### src/rtl/pp_pipeline_accel_pkg.sv
// Shared constants and types for the pipelined accelerator dataflow controller.
package pp_pipeline_accel_pkg;

  localparam int NUM_PROC_DEF     = 3;
  localparam int MAX_INFLIGHT_DEF = 2;

  localparam int PROC_ENTRY = 0;
  localparam int PROC_PRE   = 1;
  localparam int PROC_WB    = 2;

  // Occupancy view of the in-flight counter; a pending done is tracked separately.
  typedef enum logic [1:0] {
    OCC_IDLE = 2'd0,
    OCC_BUSY = 2'd1,
    OCC_FULL = 2'd2
  } occ_state_e;

  function automatic occ_state_e occ_state(input logic empty, input logic full);
    if (full)  return OCC_FULL;
    if (empty) return OCC_IDLE;
    return OCC_BUSY;
  endfunction

endpackage

### src/rtl/pp_pipeline_accel_df_ctrl_if.sv
// ap_ctrl_chain handshake to the host plus the per-process handshake bundle.
interface pp_pipeline_accel_df_ctrl_if
  import pp_pipeline_accel_pkg::*;
#(
  parameter int NUM_PROC     = NUM_PROC_DEF,
  parameter int MAX_INFLIGHT = MAX_INFLIGHT_DEF
);
  localparam int CNT_W = $clog2(MAX_INFLIGHT + 1);

  logic                ap_start;
  logic                ap_ready;
  logic                ap_done;
  logic                ap_continue;
  logic                ap_idle;
  logic [NUM_PROC-1:0] proc_start;
  logic [NUM_PROC-1:0] proc_ready;
  logic [NUM_PROC-1:0] proc_done;
  logic [NUM_PROC-1:0] proc_continue;
  logic [NUM_PROC-1:0] proc_idle;
  logic [CNT_W-1:0]    inflight_cnt;

  modport slave (
    input  ap_start, ap_continue, proc_ready, proc_done, proc_idle,
    output ap_ready, ap_done, ap_idle, proc_start, proc_continue, inflight_cnt
  );

  modport master (
    output ap_start, ap_continue, proc_ready, proc_done, proc_idle,
    input  ap_ready, ap_done, ap_idle, proc_start, proc_continue, inflight_cnt
  );
endinterface

### src/rtl/pp_pipeline_accel_sync_latch.sv
// Per-process sticky flag: set on an event, cleared when the iteration moves on.
module pp_pipeline_accel_sync_latch (
  input  logic clk_i,
  input  logic rst_i,
  input  logic set_i,
  input  logic clr_i,
  output logic q_o
);
  logic q_q, q_d;

  // Clear wins so a flag never leaks into the next iteration.
  always_comb begin
    q_d = q_q;
    if (clr_i)      q_d = 1'b0;
    else if (set_i) q_d = 1'b1;
  end

  always_ff @(posedge clk_i) begin
    if (rst_i) q_q <= 1'b0;
    else       q_q <= q_d;
  end

  assign q_o = q_q;
endmodule

### src/rtl/pp_pipeline_accel_df_ctrl.sv
// Dataflow controller: fans the top-level ap_ctrl_chain start out to each
// process, joins their ready/done back, and bounds overlapped iterations.
module pp_pipeline_accel_df_ctrl
  import pp_pipeline_accel_pkg::*;
#(
  parameter int NUM_PROC     = NUM_PROC_DEF,
  parameter int MAX_INFLIGHT = MAX_INFLIGHT_DEF
) (
  input logic                        ap_clk,
  input logic                        ap_rst,
  pp_pipeline_accel_df_ctrl_if.slave bus
);
  localparam int CNT_W = $clog2(MAX_INFLIGHT + 1);
  localparam logic [CNT_W-1:0] MAX_CNT = CNT_W'(MAX_INFLIGHT);
  localparam logic [CNT_W-1:0] ONE_CNT = CNT_W'(1);

  logic [NUM_PROC-1:0] rdy_lat, done_lat, rdy_set, done_set, proc_cont;
  logic [CNT_W-1:0]    cnt_q, cnt_d;
  logic                done_pend_q, done_pend_d;
  logic                can_accept, top_ready, retire;
  occ_state_e          occ;

  always_comb begin
    occ         = occ_state(cnt_q == '0, cnt_q == MAX_CNT);
    can_accept  = bus.ap_start & (occ != OCC_FULL);
    top_ready   = can_accept & (&(rdy_lat | bus.proc_ready));
    retire      = done_pend_q & bus.ap_continue;
    proc_cont   = ~done_lat & ~{NUM_PROC{done_pend_q}};
    rdy_set     = {NUM_PROC{can_accept}} & bus.proc_ready;
    done_set    = bus.proc_done & proc_cont;

    cnt_d = cnt_q;
    case ({top_ready, retire})
      2'b10:   cnt_d = cnt_q + ONE_CNT;
      2'b01:   cnt_d = cnt_q - ONE_CNT;
      default: cnt_d = cnt_q;
    endcase

    // Retire takes priority: done_lat clears on the same edge, so no re-arm.
    done_pend_d = done_pend_q;
    if (retire)         done_pend_d = 1'b0;
    else if (&done_lat) done_pend_d = 1'b1;
  end

  always_ff @(posedge ap_clk) begin
    if (ap_rst) begin
      cnt_q       <= '0;
      done_pend_q <= 1'b0;
    end else begin
      cnt_q       <= cnt_d;
      done_pend_q <= done_pend_d;
    end
  end

  for (genvar i = 0; i < NUM_PROC; i++) begin : g_proc
    pp_pipeline_accel_sync_latch u_rdy_lat (
      .clk_i (ap_clk),
      .rst_i (ap_rst),
      .set_i (rdy_set[i]),
      .clr_i (top_ready),
      .q_o   (rdy_lat[i])
    );
    pp_pipeline_accel_sync_latch u_done_lat (
      .clk_i (ap_clk),
      .rst_i (ap_rst),
      .set_i (done_set[i]),
      .clr_i (retire),
      .q_o   (done_lat[i])
    );
  end

  assign bus.proc_start    = {NUM_PROC{can_accept}} & ~rdy_lat;
  assign bus.ap_ready      = top_ready;
  assign bus.ap_done       = done_pend_q;
  assign bus.proc_continue = proc_cont;
  assign bus.ap_idle       = ~bus.ap_start & (occ == OCC_IDLE) & (&bus.proc_idle);
  assign bus.inflight_cnt  = cnt_q;

  a_no_overflow: assert property (@(posedge ap_clk) disable iff (ap_rst)
    !(top_ready && !retire && cnt_q == MAX_CNT));
  a_no_underflow: assert property (@(posedge ap_clk) disable iff (ap_rst)
    !(retire && !top_ready && cnt_q == '0));
endmodule
### src/flat_wrapper.sv
// flat-port wrapper written by rule: the top's interface ports become plain ports
module pp_pipeline_accel_df_ctrl_flat import pp_pipeline_accel_pkg::*;
#(
  parameter int NUM_PROC     = NUM_PROC_DEF,
  parameter int MAX_INFLIGHT = MAX_INFLIGHT_DEF
)
  (ap_clk, ap_rst, bus_ap_start, bus_ap_continue, bus_proc_ready, bus_proc_done, bus_proc_idle, bus_ap_ready, bus_ap_done, bus_ap_idle, bus_proc_start, bus_proc_continue, bus_inflight_cnt);
  pp_pipeline_accel_df_ctrl_if #(.NUM_PROC(NUM_PROC), .MAX_INFLIGHT(MAX_INFLIGHT)) bus_i ();
  input logic ap_clk;
  input logic ap_rst;
  input wire logic [$bits(bus_i.ap_start)-1:0] bus_ap_start;
  input wire logic [$bits(bus_i.ap_continue)-1:0] bus_ap_continue;
  input wire logic [$bits(bus_i.proc_ready)-1:0] bus_proc_ready;
  input wire logic [$bits(bus_i.proc_done)-1:0] bus_proc_done;
  input wire logic [$bits(bus_i.proc_idle)-1:0] bus_proc_idle;
  output wire logic [$bits(bus_i.ap_ready)-1:0] bus_ap_ready;
  output wire logic [$bits(bus_i.ap_done)-1:0] bus_ap_done;
  output wire logic [$bits(bus_i.ap_idle)-1:0] bus_ap_idle;
  output wire logic [$bits(bus_i.proc_start)-1:0] bus_proc_start;
  output wire logic [$bits(bus_i.proc_continue)-1:0] bus_proc_continue;
  output wire logic [$bits(bus_i.inflight_cnt)-1:0] bus_inflight_cnt;
  assign bus_i.ap_start = bus_ap_start;
  assign bus_i.ap_continue = bus_ap_continue;
  assign bus_i.proc_ready = bus_proc_ready;
  assign bus_i.proc_done = bus_proc_done;
  assign bus_i.proc_idle = bus_proc_idle;
  assign bus_ap_ready = bus_i.ap_ready;
  assign bus_ap_done = bus_i.ap_done;
  assign bus_ap_idle = bus_i.ap_idle;
  assign bus_proc_start = bus_i.proc_start;
  assign bus_proc_continue = bus_i.proc_continue;
  assign bus_inflight_cnt = bus_i.inflight_cnt;
  pp_pipeline_accel_df_ctrl #(.NUM_PROC(NUM_PROC), .MAX_INFLIGHT(MAX_INFLIGHT)) u_core (.ap_clk(ap_clk), .ap_rst(ap_rst), .bus(bus_i));
endmodule
### config.mk
export PLATFORM = sky130hd
export DESIGN_NAME = pp_pipeline_accel_df_ctrl_flat
export DESIGN_NICKNAME = d
export VERILOG_FILES = /design/src/rtl/pp_pipeline_accel_pkg.sv /design/src/rtl/pp_pipeline_accel_df_ctrl_if.sv /design/src/rtl/pp_pipeline_accel_sync_latch.sv /design/src/rtl/pp_pipeline_accel_df_ctrl.sv /design/src/flat_wrapper.sv
export SDC_FILE = /design/constraint.sdc
export NUM_CORES = 1
export LEC_CHECK = 0
export ABC_AREA = 1
export BUFFER_PORTS_ARGS = -buffer_cell sky130_fd_sc_hd__buf_2
export CAP_MARGIN = 10
export CORE_MARGIN = 5
export CORE_UTILIZATION = 35
export DETAILED_ROUTE_END_ITERATION = 6
export PLACE_DENSITY = 0.68
export SYNTH_ARGS = -nofsm -noshare
export SYNTH_HDL_FRONTEND = slang
export SYNTH_HIERARCHICAL = 1
export SYNTH_SLANG_ARGS = --single-unit
### constraint.sdc
create_clock -name ap_clk -period 1.8 [get_ports ap_clk]
set_clock_uncertainty 0.1 [all_clocks]
set_input_delay 0.18 -clock ap_clk [delete_from_list [all_inputs] [get_ports ap_clk]]
set_output_delay 0.18 -clock ap_clk [all_outputs]
set_load 0.1 [all_outputs]
==> results.toml <==
[finish]
syn_to_final_growth_pct = 58.6
fin_cells = 126
n_antenna_cell = 0
fin_area_um2 = 816
layout.nets = 126
utilization_pct = 60.4
fillCellCount = 112
regArea_um2 = 186
multi_input_area_um2 = 328
drive_gt1_share_pct = 45.0

[floorplanning]
core_mm2 = 0.00135
fp.dieArea_mm2 = 0.00234
row_count = 13
die_width_um = 48.3
die_height_um = 48.3
initial_utilization_pct = 38.1
pin_count = 24

[synthesis]
ys_seq_elements = 9
async_flop_share_pct = 0
synth_top_cell_by_area = "dfxtp_1"
post-synth-top-count-cell = "nor2_1"
synth-edff-count = 0
seq_area_frac_synth_pct = 35.0
synthesis.instances = 85
syn_nets = 99
avgSynthCellArea_um2 = 6.05
synth_ff_type = "dfxtp_1"
synth_cell_types = 19
yosys_warnings = 6
synth_area_leaders = "dfxtp_1, nor2_1, inv_1"
synth_common_cells = "nor2_1, inv_1, nand2_1"
synth.cell_area_um2 = 514
synth_top_area_share_pct = 35.0

[flow_run]
max_cap_violations = 0

[placement]
place_congestion = 0.681
port_buffers = 23
place_area_um2 = 790
dp_hpwl_um = 961
dp_cells = 122

[global_route]
grt_start_max_net_pins = 10
antenna_found_initial = 0
grt_first_pass_wirelength_um = 2150
grt_pass1_vias = 534
track_usage_pct = 10.9
overflow = 0

[status]
outcome = "complete, no violations"

[sta]
relSlewSlack_pct = 67.7
post-route-min-period_ps = 1620
period_share_pct = 89.8
setup_tns_ps = 0
tightest_slew_ps = 488
rsz0062_at_grt = "no"
hold_ws_ps = 98.3
setup_viol = 0
hold_viol = 0
fmax_mhz = 618
final_max_slew_viol_count = 0

[pwr]
pwr-share-comb_pct = 39.1
switching_share_pct = 41.0
internal_power_w = 0.000372
p_clk_share_pct = 24.1
vdd_drop_max_uv = 431
pwr-share-seq_pct = 36.8
power_switching_w = 0.000258
powerDensity_mw_per_mm2 = 772
power.leakage_nw = 0.416

[setup_path]
cp-startpoint = "u_core/bus.inflight_cnt[0]$_SDFFE_PP0P_"
regToRegStartpoint = "u_core/g_proc[1].u_rdy_lat/q_o$_SDFFE_PP0P_"
critPathCaptureType = "primary output"
path_class = "flop to primary output"
path_delay_family = "simple AND/OR/NAND/NOR gates"
path_buf_inv = 2
ff2ff_setup_slack_ps = 210
r2r_cells = 10
timing.rr.end = "u_core/bus.inflight_cnt[1]$_SDFFE_PP0P_"
crit_path_max_fanout = 6
slowest_delay_ps = 390
startpoint_type = "flop"
cp.required_ps = 1520
cp_cell_sequence = "inv_4 > nand2_2 > nand2_1 > nor2_4 > buf_12"
arrival_ps = 1340
crit_slowest_cell = "dfxtp_4"

[routing]
wl_per_cell_um = 8.74
firstDrtPassIters = 4
vias = 550
drt_iter0_markers = 7
drc = 0
ant_nets = 0
wl_um = 1100
via_per_inst = 4.37

[clock_tree]
cts_buffer_depth = 2
cts_buffers = 3
cts_resized = 0
cts_setup_buffers = 0
cts_tree = "built"
cts.root.buffer_cell = "clkbuf_4"
cts.sinks = 9
clk_transition_reported_paths_ps = 60
clk_latency_ps = 250
postCtsHoldBufs = 0
cts_max_level = 1

[hold_path]
min_to = "u_core/bus.ap_done$_SDFFE_PP0P_"
min_path_type = "input port to flop"
hold_start = "bus_ap_continue"
hold_path_depth = 4
-- registers in the layout, indices dropped and copies added, names as in the netlist --
name and cells:
u_core/g_proc.u_done_lat/q_o 3, u_core/g_proc.u_rdy_lat/q_o 3, u_core/bus.inflight_cnt 2, u_core/bus.ap_done 1
-- through the flow --
stage / power, W / worst slack (ps)
6_report: 0.000630 / 183
3_3_place_gp: 0.000482 / 252
4_1_cts: 0.000638 / 154
5_1_grt: 0.000664 / 65.8
3_5_place_dp: 0.000485 / 198
2_1_floorplan: 0.000420 / -355
-- cell usage in the layout (no fill, tap or decap), types with 2 or more instances in the layout --
cell | netlist | final
nand2_1 | 13 | 13
clkbuf_4 | 0 | 3
buf_12 | 0 | 4
nor2_1 | 25 | 19
inv_2 | 7 | 8
dfxtp_1 | 9 | 6
dfxtp_2 | 0 | 2
a21oi_1 | 2 | 2
inv_1 | 14 | 12
buf_2 | 1 | 19
nor3b_1 | 3 | 3
nor2_4 | 0 | 7
-- cell type report --
class / instances / area share (%)
multi-input combinational: 54 / 40.2
inverter: 21 / 9.97
timing repair buffer: 23 / 21.5
sequential: 9 / 22.9
clock buffer: 4 / 3.22
tap: 15 / 2.30
-- worst max-delay path by stage --
stage / endpoint / slack (ps) / depth (start not counted)
2_1_floorplan: u_core/bus.inflight_cnt[1]$_SDFFE_PP0P_ / -350 / 11
3_3_place_gp: u_core/bus.inflight_cnt[1]$_SDFFE_PP0P_ / 250 / 10
3_5_place_dp: u_core/bus.inflight_cnt[1]$_SDFFE_PP0P_ / 200 / 10
4_1_cts: bus_proc_start[1] / 150 / 5
5_1_grt: u_core/bus.inflight_cnt[1]$_SDFFE_PP0P_ / 70 / 10
6_report: bus_proc_start[1] / 180 / 5
-- kinds of logic (layout without fill, tap and decap cells) --
group | count (synthesis) | after routing | synth area share (%)
compound gates | 4 | 4 | 4.14
simple gates | 49 | 49 | 42.1
buf+inv | 22 | 48 | 16.3
fa+ha+maj | 1 | 1 | 2.43
flops | 9 | 9 | 35.0
-- worst register-to-register path: stages, from the launching register on --
cell	delay, ps
dfxtp_1	380
or2_2	140
nand3_2	90
nor2_4	190
inv_2	70
ha_4	270
inv_2	30
nand2_1	50
nor2_1	30
nor2_1	90
nor2_1	40
-- layer usage --
| metal | routed length, µm | vias up | track usage (%) | share of wire (%) |
|---|---|---|---|---|
| met5 | 0 | - | 0 | 0 |
| li1 | - | 305 | - | - |
| met1 | 486 | 224 | 13.4 | 44 |
| met3 | 118 | 2 | 3.98 | 11 |
| met2 | 488 | 19 | 16.3 | 44 |
| met4 | 8 | 0 | 5.53 | 0.73 |
-- power groups by stage --
stage | Combinational (W) | Sequential (W) | Clock (W)
finish | 0.000246 | 0.000232 | 0.000152
global route | 0.000264 | 0.000235 | 0.000166
CTS | 0.000249 | 0.000232 | 0.000157
detailed placement | 0.000249 | 0.000236 | 0
global placement | 0.000246 | 0.000236 | 0
floorplan | 0.000171 | 0.000249 | 0
Note: power is estimated with default switching activity, not from simulation.
